$ cat src/rtl/logic_unit_pipe.sv
// WIDTH-bit bitwise logic unit (8 ops) in a 2-stage elastic valid/ready pipeline,
// with zero/all-ones/parity flags and a wrapping completed-operation counter.
module logic_unit_pipe #(
  parameter int WIDTH = 8,
  parameter int CNT_W = 16
) (
  input  logic             clk,
  input  logic             rst,
  input  logic             in_valid,
  output logic             in_ready,
  input  logic [WIDTH-1:0] x,
  input  logic [WIDTH-1:0] y,
  input  logic [2:0]       op,
  output logic             out_valid,
  input  logic             out_ready,
  output logic [WIDTH-1:0] o,
  output logic             f_zero,
  output logic             f_ones,
  output logic             f_parity,
  output logic [CNT_W-1:0] op_count
);

  localparam logic [2:0] OP_NAND = 3'b000;
  localparam logic [2:0] OP_AND  = 3'b001;
  localparam logic [2:0] OP_OR   = 3'b010;
  localparam logic [2:0] OP_NOR  = 3'b011;
  localparam logic [2:0] OP_XOR  = 3'b100;
  localparam logic [2:0] OP_XNOR = 3'b101;
  localparam logic [2:0] OP_NOT  = 3'b110;

  function automatic logic [WIDTH-1:0] logic_op(input logic [2:0]       sel,
                                                input logic [WIDTH-1:0] a,
                                                input logic [WIDTH-1:0] b);
    logic [WIDTH-1:0] res;
    case (sel)
      OP_NAND: res = ~(a & b);
      OP_AND:  res = a & b;
      OP_OR:   res = a | b;
      OP_NOR:  res = ~(a | b);
      OP_XOR:  res = a ^ b;
      OP_XNOR: res = ~(a ^ b);
      OP_NOT:  res = ~a;
      default: res = a;
    endcase
    return res;
  endfunction

  logic             r_vld_p1;
  logic [WIDTH-1:0] r_x_p1;
  logic [WIDTH-1:0] r_y_p1;
  logic [2:0]       r_op_p1;

  logic             r_vld_p2;
  logic [WIDTH-1:0] r_o_p2;
  logic             r_zero_p2;
  logic             r_ones_p2;
  logic             r_par_p2;
  logic [CNT_W-1:0] r_cnt;

  logic             w_adv2;
  logic             w_adv1;
  logic [WIDTH-1:0] w_res_p1;

  // Each stage may load whenever it is empty or its successor is draining,
  // so in_ready is combinational from out_ready.
  assign w_adv2   = !r_vld_p2 || out_ready;
  assign w_adv1   = !r_vld_p1 || w_adv2;
  assign in_ready = w_adv1;
  assign w_res_p1 = logic_op(r_op_p1, r_x_p1, r_y_p1);

  // ---- Stage 1: operand capture ----
  always_ff @(posedge clk) begin
    if (rst) begin
      r_vld_p1 <= 1'b0;
    end else if (w_adv1) begin
      r_vld_p1 <= in_valid;
    end
  end

  always_ff @(posedge clk) begin
    if (w_adv1 && in_valid) begin
      r_x_p1  <= x;
      r_y_p1  <= y;
      r_op_p1 <= op;
    end
  end

  // ---- Stage 2: result and flags (held on stall and across bubbles) ----
  always_ff @(posedge clk) begin
    if (rst) begin
      r_vld_p2  <= 1'b0;
      r_o_p2    <= '0;
      r_zero_p2 <= 1'b0;
      r_ones_p2 <= 1'b0;
      r_par_p2  <= 1'b0;
    end else if (w_adv2) begin
      r_vld_p2 <= r_vld_p1;
      if (r_vld_p1) begin
        r_o_p2    <= w_res_p1;
        r_zero_p2 <= ~|w_res_p1;
        r_ones_p2 <= &w_res_p1;
        r_par_p2  <= ^w_res_p1;
      end
    end
  end

  // ---- Completed-operation counter, wraps silently ----
  always_ff @(posedge clk) begin
    if (rst) begin
      r_cnt <= '0;
    end else if (r_vld_p2 && out_ready) begin
      r_cnt <= r_cnt + CNT_W'(1);
    end
  end

  assign out_valid = r_vld_p2;
  assign o         = r_o_p2;
  assign f_zero    = r_zero_p2;
  assign f_ones    = r_ones_p2;
  assign f_parity  = r_par_p2;
  assign op_count  = r_cnt;

endmodule
$ cat config.mk
export PLATFORM = sky130hd
export DESIGN_NAME = logic_unit_pipe
export DESIGN_NICKNAME = d
export VERILOG_FILES = /design/src/rtl/logic_unit_pipe.sv
export SDC_FILE = /design/constraint.sdc
export NUM_CORES = 1
export LEC_CHECK = 0
export BUFFER_PORTS_ARGS = -buffer_cell sky130_fd_sc_hd__buf_2
export CAP_MARGIN = 20
export CELL_PAD_IN_SITES_DETAIL_PLACEMENT = 2
export CELL_PAD_IN_SITES_GLOBAL_PLACEMENT = 2
export CORE_MARGIN = 2
export CORE_UTILIZATION = 31
export DETAILED_ROUTE_END_ITERATION = 6
export GPL_TIMING_DRIVEN = 0
export PLACE_DENSITY_LB_ADDON = 0.08
export SYNTH_ARGS = -nofsm -noshare
export SYNTH_HDL_FRONTEND = slang
export SYNTH_SLANG_ARGS = --single-unit
$ cat constraint.sdc
create_clock -name clk -period 2.7 [get_ports clk]
set_clock_uncertainty 0.1 [all_clocks]
set_input_delay 0.54 -clock clk [delete_from_list [all_inputs] [get_ports clk]]
set_output_delay 0.54 -clock clk [all_outputs]
set_load 0.02 [all_outputs]
After elaboration in Yosys (flattened, before gate mapping)
Cells that the tools add are included.

word-level totals
  register bits after elaboration = 48
  latch bits = 0
  memory bits (writable) = 0
  memory bits (read-only) = 0
  input port bits = 23
  output and inout bits = 29
  word-level logic and storage cells = 37
  memories kept = 0

cells by class
  $add $sub $neg = 1
  $mul = 0
  divide/modulo/power cells = 0
  $lt $le $gt $ge = 0
  eq/ne operators = 6
  shifts and indexed selects = 0
  multiplexer cells = 1
  bitwise operators = 7
  reductions and logical operators = 12

operator list
  kind                                                                    number
  8-bit one-hot mux with 7 select lines                                   1
  8-bit NOT                                                               4
  16-bit by 1-bit adder with 16-bit output (second input constant)        1
  3-bit equality test (second input constant)                             3
  8-bit bitwise AND                                                       1
  8-bit OR                                                                1
  8-bit AND reduction                                                     1
  8-bit OR reduction                                                      1
  8-bit XOR reduction                                                     1
  8-bit XOR                                                               1
  3-bit by 2-bit equality test with 1-bit output (second input constant)  2
  3-bit by 1-bit equality test with 1-bit output (second input constant)  1
  1-bit logical NOT                                                       3
  3-bit logical NOT                                                       1
  1-bit logical AND                                                       2
  1-bit logical OR                                                        2
  2-bit AND reduction                                                     1

Depth between registers and ports, before layout
Gate-level depths: netlist (run 1).

  depth after elaboration = 5
  depth in mapped cells = 12
  depth with buffers taken out = 12

Worst setup path before layout (run 1)
OpenSTA, ideal clock, no wires.

  path type = flip-flop to flip-flop
  from = register r_x_p1[6]
  to = register r_par_p2 (netlist: f_parity)
  setup time = 0.062 ns
  arrival time = 2.600 ns
  data required time = 2.538 ns
  slack = -0.062 ns
  cell stages (with the launch flop) = 13
  path buffers = 0
  period minus slack after synthesis = 2.762 ns
  cell sequence = edfxtp_1 > inv_1 > ha_1 > inv_1 > mux4_1 > xnor2_1 > inv_1 > ha_1 > xnor2_1 > xnor2_1 > xnor2_1 > or4_1 > nand3_1

on the way
  word-level cells in the longest chain between the ends = 4
  elaborated cells between the ends (all ways) = 9
  those cells by class = mux (1); bitwise (7); reduce/logical (1)

ends and longest elaborated chain
  item                                       RTL line    RTL
  start: declaration                         49          logic [WIDTH-1:0] r_x_p1;
  start signal: assignment                   82          r_x_p1 <= x;
  8-bit XOR (tied with other cells)          40, 41
  8-bit NOT (on tied branches)               41, 36, 39
  8-bit one-hot mux with 7 select lines (*)  35          case (sel)
  net w_res_p1[6]                            62          logic [WIDTH-1:0] w_res_p1;
  8-bit XOR reduction (*)                    102         r_par_p2 <= ^w_res_p1;
  end signal: assignment                     102
  end: declaration                           57          logic r_par_p2;

Mark *: on every way through the listed nets, which the timed path passes. The rest lies on a longest branch.
A chain may end at the register's enable or synchronous reset.

Worst setup path in the final report (run 1)
  from = register r_x_p1[4]
  to = register r_par_p2 (netlist: f_parity)

on the way
  word-level cells in the longest chain between the ends = 4
  elaborated cells between the ends (all ways) = 9
  those cells by class = mux (1); bitwise (7); reduce/logical (1)

ends and longest elaborated chain
  item                                       RTL line
  8-bit XOR (tied with other cells)          40, 41
  8-bit NOT (on tied branches)               41, 36, 39
  8-bit one-hot mux with 7 select lines (*)  35
  8-bit XOR reduction (*)                    102

Mark *: on every way between the ends. The rest lies on a longest branch, timed or not.

==> results of run 1 <==
per-layer routing:
| layer | GRT usage (%) | share of wire, % |
|---|---|---|
| met5 | 0 | 0 |
| met4 | 4.044 | 1.3 |
| met3 | 2.685 | 3.7 |
| met2 | 23.18 | 48 |
| met1 | 16.74 | 47 |
layout make-up:
cell class | instances | area [um^2] | area share [%]
Clock buffer | 6 | 82.58 | 2.707
Inverter | 30 | 112.6 | 3.692
Tap cell | 102 | 127.6 | 4.184
Sequential cell | 48 | 1151 | 37.74
Timing Repair Buffer | 55 | 285.3 | 9.352
Clock inverter | 2 | 10.01 | 0.3281
Buffer | 8 | 57.56 | 1.887
Multi-Input combinational cell | 144 | 1224 | 40.11
flip-flops by register name (all words and copies together) (netlist names):
signal / cells
f_zero: 1
o: 8
r_x_p1: 8
out_valid: 1
r_y_p1: 8
r_op_p1: 3
f_parity: 1
f_ones: 1
r_vld_p1: 1
op_count: 16
worst max-delay path, cell delays in order (launching register included):
cell,delay (ns)
edfxtp_1,0.39
inv_1,0.06
ha_1,0.27
inv_1,0.04
mux4_2,0.48
xnor2_2,0.28
ha_4,0.27
xnor2_2,0.19
xnor2_1,0.15
xnor2_1,0.11
or4_1,0.40
nand3_1,0.08
through the flow:
| stage | instance area [um^2] | total power [W] |
|---|---|---|
| floorplan | 2455 | 0.001033 |
| global placement | 2838 | 0.001107 |
| detailed placement | 2838 | 0.001116 |
| CTS | 3019 | 0.001628 |
| global route | 3050 | 0.001723 |
| finish | 3050 | 0.001631 |
kinds of logic after synthesis:
group | count (synthesis) | synth area share [%]
AOI/OAI and AO/OA | 14 | 3.231
xor gates and xnor gates | 26 | 9.641
adders and majority gates | 22 | 11.28
buffers and inverters | 38 | 6.974
DFF | 48 | 47.18
muxes | 8 | 8.000
and+or+nand+nor | 74 | 13.69
worst max path at each step:
stage | depth (start not counted) | slack (ns) | end | from
final | 11 | -0.14 | f_parity$_SDFFE_PP0P_ | r_x_p1[4]$_DFFE_PP_
after global placement | 11 | -0.21 | f_parity$_SDFFE_PP0P_ | r_x_p1[5]$_DFFE_PP_
after detailed placement | 12 | -0.23 | f_parity$_SDFFE_PP0P_ | r_x_p1[6]$_DFFE_PP_
after floorplan | 12 | 0.004 | f_parity$_SDFFE_PP0P_ | r_x_p1[2]$_DFFE_PP_
after CTS | 11 | -0.14 | f_parity$_SDFFE_PP0P_ | r_x_p1[5]$_DFFE_PP_
after global routing | 11 | -0.27 | f_parity$_SDFFE_PP0P_ | r_x_p1[4]$_DFFE_PP_
power by group through the flow:
stage          Clock (W)  Sequential, W  Combinational [W]
6_report        0.000461       0.000806           0.000364
4_1_cts         0.000486       0.000807           0.000334
2_1_floorplan          0       0.000837           0.000196
3_3_place_gp           0       0.000822           0.000285
3_5_place_dp           0       0.000824           0.000292
5_1_grt         0.000510       0.000812           0.000402
synth_stat cells (4+ instances only):
library cell	count
edfxtp_1	19
mux4_2	4
xnor2_1	17
inv_1	30
xor2_1	8
mux4_1	4
nand2_1	24
a21oi_1	11
nand4_1	5
ha_1	22
nand3_1	9
nor2_1	22
dfxtp_1	29
repair_timing:
| item | 4_1_cts | 5_1_grt |
|---|---|---|
| pin swaps | 5 | 0 |
| setup buffers | 4 | 0 |
| gates resized for setup | 6 | 4 |
| setup endpoints to repair | 1 | 1 |
| hold buffers | 0 | 0 |
==> flow_metrics.env, run 1 <==
export IMPL_die_area_mm2=0.008596
export IMPL_io_pins=52
export IMPL_syn_avg_cell_area_um2=10.61
export IMPL_end_kind="flop"
export IMPL_r2r_start="r_x_p1[4]$_DFFE_PP_"
export IMPL_comb_power_share_pct=22.3
export IMPL_core_area_mm2=0.007687
export IMPL_fmaxAchievable_mhz=351.7
export IMPL_yosys_warnings=0
export IMPL_fin_crit_ns=2.843
export IMPL_violations="setup timing"
export IMPL_rsz0062_at_grt="true"
export IMPL_whs_path_depth=1
export IMPL_hold_violations=0
export IMPL_start_util_pct=31.74
export IMPL_fp_dieH_um=92.72
export IMPL_std_cell_rows=32
export IMPL_grt_pass1_vias=1908
export IMPL_hold_slack_ns=0.3048
export IMPL_vdd_drop_max_mv=0.2698
export IMPL_cts_buffers_inserted=5
export IMPL_hold_start="y[5]"
export IMPL_hpwl_um=4057
export IMPL_power_frac_clock_pct=28.3
export IMPL_slew_violations=0
export IMPL_seqPwrFrac_pct=49.5
export IMPL_synthFlopType="dfxtp_1"
export IMPL_postLayoutCoreUtil_pct=39.68
export IMPL_die_x_um=92.72
export IMPL_synthTopCellsByArea="dfxtp_1 24%, edfxtp_1 23%, ha_1 11%, xnor2_1 6.1%, inv_1 4.6%"
export IMPL_grt_max_degree=20
export IMPL_tightest_slew_ns=0.8529
export IMPL_cts_sinks=48
export IMPL_synth_distinct_cells=29
export IMPL_power_density_mw_per_mm2=534.5
export IMPL_start_kind="flop"
export IMPL_vias=1801
export IMPL_clockBufferDepth=2
export IMPL_cts_tree="yes"
export IMPL_synth_edf_count=19
export IMPL_drc_errors=0
export IMPL_arrival_ns=3.00
export IMPL_mostFrequentLayoutCells="52 x buf_2, 30 x inv_1, 29 x dfxtp_1"
export IMPL_antenna_found_initial=0
export IMPL_clk_latency_ns=0.30
export IMPL_post_route_period_util_pct=105.3
export IMPL_timing_rr_end="f_parity$_SDFFE_PP0P_"
export IMPL_synth_seq_area_share_pct=47.18
export IMPL_tns_ns=-0.1434
export IMPL_fin_cells=395
export IMPL_drtIter0Drc=24
export IMPL_path_clk_slew_ns=0.09
export IMPL_final_setup_viol_count=1
export IMPL_dp_cells=383
export IMPL_ant_nets=0
export IMPL_wl_per_cell_um=13.80
export IMPL_htreeDepth=2
export IMPL_rr_worst_depth=11
export IMPL_grt_pass1_wl_um=9032
export IMPL_synth_cell_area_mm2=0.002440
export IMPL_grt_use_total_pct=13.34
export IMPL_area_growth_pct=25.03
export IMPL_netlist_instances=230
export IMPL_vias_per_cell=4.559
export IMPL_ys_seq_elements=48
export IMPL_switchingPower_w=0.0004554
export IMPL_maxCapViolCount=0
export IMPL_antenna_cells=0
export IMPL_crit_fanout=3
export IMPL_switching_share_pct=27.93
export IMPL_holdCritPathClass="input port to flop"
export IMPL_routed_wl_um=5451
export IMPL_r2r_slack_ns=-0.14
export IMPL_nets=337
export IMPL_outcome="finished, violations left"
export IMPL_dp_slack_ns=-0.2293
export IMPL_drive_gt1_share_pct=30.03
export IMPL_cts_root_buf="clkbuf_8"
export IMPL_synth_fp_nets=275
export IMPL_slew_headroom_pct=43.14
export IMPL_p_int_w=0.001175
export IMPL_setup_slack_ns=-0.1434
export IMPL_firstDrtPassIters=4
export IMPL_nFillCells=864
export IMPL_port_buffers=51
export IMPL_yosys_area_top_type_share_pct=23.79
export IMPL_cp_required_ns=2.85
export IMPL_synthArstFlopShare_pct=0
export IMPL_power_leakage_nw=1.367
export IMPL_final_common_cell="buf_2"
export IMPL_grt_overflow_total=0
export IMPL_synth_largest_area_cell="dfxtp_1"
export IMPL_critical_path_class="flop to flop"
export IMPL_gp_congestion=0.7388
export IMPL_whs_endpoint="r_y_p1[5]$_DFFE_PP_"
Note: power is estimated with default switching activity, not from simulation.
==> inputs of run 2 (changes only) <==
--- a/config.mk
+++ b/config.mk
@@ -11,2 +11,3 @@
 export CELL_PAD_IN_SITES_GLOBAL_PLACEMENT = 2
+export CORE_ASPECT_RATIO = 2
 export CORE_MARGIN = 2
@@ -16,2 +17,3 @@
 export PLACE_DENSITY_LB_ADDON = 0.08
+export RECOVER_POWER = 50
 export SYNTH_ARGS = -nofsm -noshare
==> constraint.sdc (replaced) <==
create_clock -name clk -period 2.7 [get_ports clk]
set_clock_uncertainty 0.1 [all_clocks]
set_input_delay 0.27 -clock clk [delete_from_list [all_inputs] [get_ports clk]]
set_output_delay 0.27 -clock clk [all_outputs]
set_load 0.02 [all_outputs]
==> run 2 against run 1 <==
Against the previous run: the run still ends with setup timing left; worst setup slack got worse by 0.10 ns; clock power increased by 29%; maximum frequency decreased by 3.5%; final area increased by 2.7%; critical path depth decreased by 1; power increased by 14%; flip-flop and latch count unchanged; cell count decreased by 0.25%; combinational power increased by 26%; global-route usage increased by 0.80 points; via count increased by 1.6%; die area increased by 0.50%; critical endpoint unchanged.
==> flow_metrics.env, run 2 (synthesized netlist as in run 1, its figures left out) <==
export IMPL_outcome="finished, violations left"
export IMPL_violations="setup timing"
export IMPL_nFillCells=874
export IMPL_gp_congestion=0.7555
export IMPL_clk_latency_ns=0.29
export IMPL_drtIter0Drc=23
export IMPL_start_kind="flop"
export IMPL_port_buffers=51
export IMPL_fin_crit_ns=2.948
export IMPL_grt_pass1_vias=1945
export IMPL_critical_path_class="flop to flop"
export IMPL_rsz0062_at_grt="true"
export IMPL_antenna_found_initial=0
export IMPL_die_area_mm2=0.008639
export IMPL_slowest_stage="mux4_2"
export IMPL_rr_worst_depth=10
export IMPL_mostFrequentLayoutCells="31 x clkbuf_1, 29 x dfxtp_1, 28 x inv_1"
export IMPL_setup_slack_ns=-0.2478
export IMPL_crit_path_cell_trace="buf_4, ha_1, mux4_2, xnor2_4, ha_1, xnor2_2, xnor2_2, xnor2_2, or4_1, nand3_1"
export IMPL_final_common_cell="clkbuf_1"
export IMPL_cts_buffers_inserted=5
export IMPL_p_total_w=0.001862
export IMPL_core_area_mm2=0.007601
export IMPL_slew_headroom_pct=45.70
export IMPL_vias_per_cell=4.645
export IMPL_largest_reg_flops=16
export IMPL_fmaxAchievable_mhz=339.2
export IMPL_dp_cells=375
export IMPL_cts_tree="yes"
export IMPL_fin_cells=394
export IMPL_grt_max_degree=20
export IMPL_antenna_cells=0
export IMPL_hold_violations=0
export IMPL_maxCapViolCount=0
export IMPL_hpwl_um=4508
export IMPL_vias=1830
export IMPL_power_leakage_nw=1.314
export IMPL_io_pins=52
export IMPL_std_cell_rows=45
export IMPL_drive_gt1_share_pct=23.67
export IMPL_grt_pass1_wl_um=9011
export IMPL_holdCritPathClass="input port to flop"
export IMPL_cts_sinks=48
export IMPL_wl_per_cell_um=14.53
export IMPL_slowest_delay_ns=0.51
export IMPL_area_growth_pct=28.46
export IMPL_holdBufCountCts=0
export IMPL_drc_errors=0
export IMPL_ant_nets=0
export IMPL_start_util_pct=32.10
export IMPL_cts_root_buf="clkbuf_16"
export IMPL_arrival_ns=3.08
export IMPL_power_density_mw_per_mm2=594.1
export IMPL_grt_use_total_pct=14.14
export IMPL_clockBufferDepth=2
export IMPL_path_clk_slew_ns=0.06
export IMPL_cpMostUsedCell="xnor2_2"
export IMPL_fp_dieH_um=129.5
export IMPL_post_route_period_util_pct=109.2
export IMPL_cp_required_ns=2.83
export IMPL_tightest_slew_ns=0.8145
export IMPL_routed_wl_um=5726
export IMPL_whs_path_depth=1
export IMPL_grt_overflow_total=0
export IMPL_firstDrtPassIters=3
export IMPL_vdd_drop_max_mv=0.3118
export IMPL_nets=345
export IMPL_final_setup_viol_count=1
export IMPL_end_kind="flop"
export IMPL_htreeDepth=2
export IMPL_crit_fanout=3
export IMPL_slew_violations=0
export IMPL_die_x_um=66.73
run 2: layer usage:
layer  GRT usage, %  part of all wire, %
met5              0                    0
met4          5.762                  1.8
met3          2.604                  3.5
met2          30.24                   63
met1          11.48                   32
run 2: layout make-up:
class                           instances  area (um^2)  area share, %
Clock inverter                          1        5.005         0.1597
Inverter                               30        112.6          3.593
Sequential cell                        48         1151          36.73
Multi-Input combinational cell        144         1250          39.88
Buffer                                  8        57.56          1.836
Clock buffer                            6        130.1          4.152
Tap cell                               94        117.6          3.752
Timing Repair Buffer                   63        310.3          9.900
run 2: final timing paths:
kind | slack [ns] | end | from
max | -0.25 | f_parity$_SDFFE_PP0P_ | r_x_p1[4]$_DFFE_PP_
min | 0.05 | r_y_p1[6]$_DFFE_PP_ | y[6]
max reg2reg | -0.25 | f_parity$_SDFFE_PP0P_ | r_x_p1[4]$_DFFE_PP_
min reg2reg | 0.36 | o[2]$_SDFFE_PP0P_ | o[2]$_SDFFE_PP0P_
run 2: where the power goes:
group	total, W	internal [W]	switching, W
clock	0.000593	0.000340	0.000253
sequential	0.000810	0.000788	0.0000215
combinational	0.000459	0.000251	0.000208
total	0.00186	0.00138	0.000483
run 2: metrics by stage:
| stage | TNS (ns) | hold WS, ns | worst slack, ns | utilization, % | cell area (um^2) |
|---|---|---|---|---|---|
| 6_report | -0.2478 | 0.05245 | -0.2478 | 41.23 | 3134 |
| 5_1_grt | -0.3265 | 0.04394 | -0.3265 | 41.23 | 3134 |
| 4_1_cts | -0.2121 | 0.04427 | -0.2121 | 40.13 | 3050 |
| 3_5_place_dp | -0.2908 | 0.3479 | -0.2908 | 37.20 | 2828 |
| 3_3_place_gp | -0.2601 | 0.3438 | -0.2601 | 37.20 | 2828 |
| 2_1_floorplan | 0 | 0.2689 | 0.004150 | - | 2455 |
run 2: repair_timing:
item | CTS | global route
pin swaps | 8 | 6
setup endpoints to repair | 1 | 1
gates resized for setup | 4 | 10
cloned | 0 | 0
setup buffers | 7 | 5
run 2: critical path, delay by kind of cell (launching register included):
kind                       cells  cell delay (ns)
muxes                          1             0.51
xor gates and xnor gates       4             0.65
and+or+nand+nor                2             0.52
adders and majority gates      2             0.55
DFF                            1             0.40
buffers and inverters          1             0.16
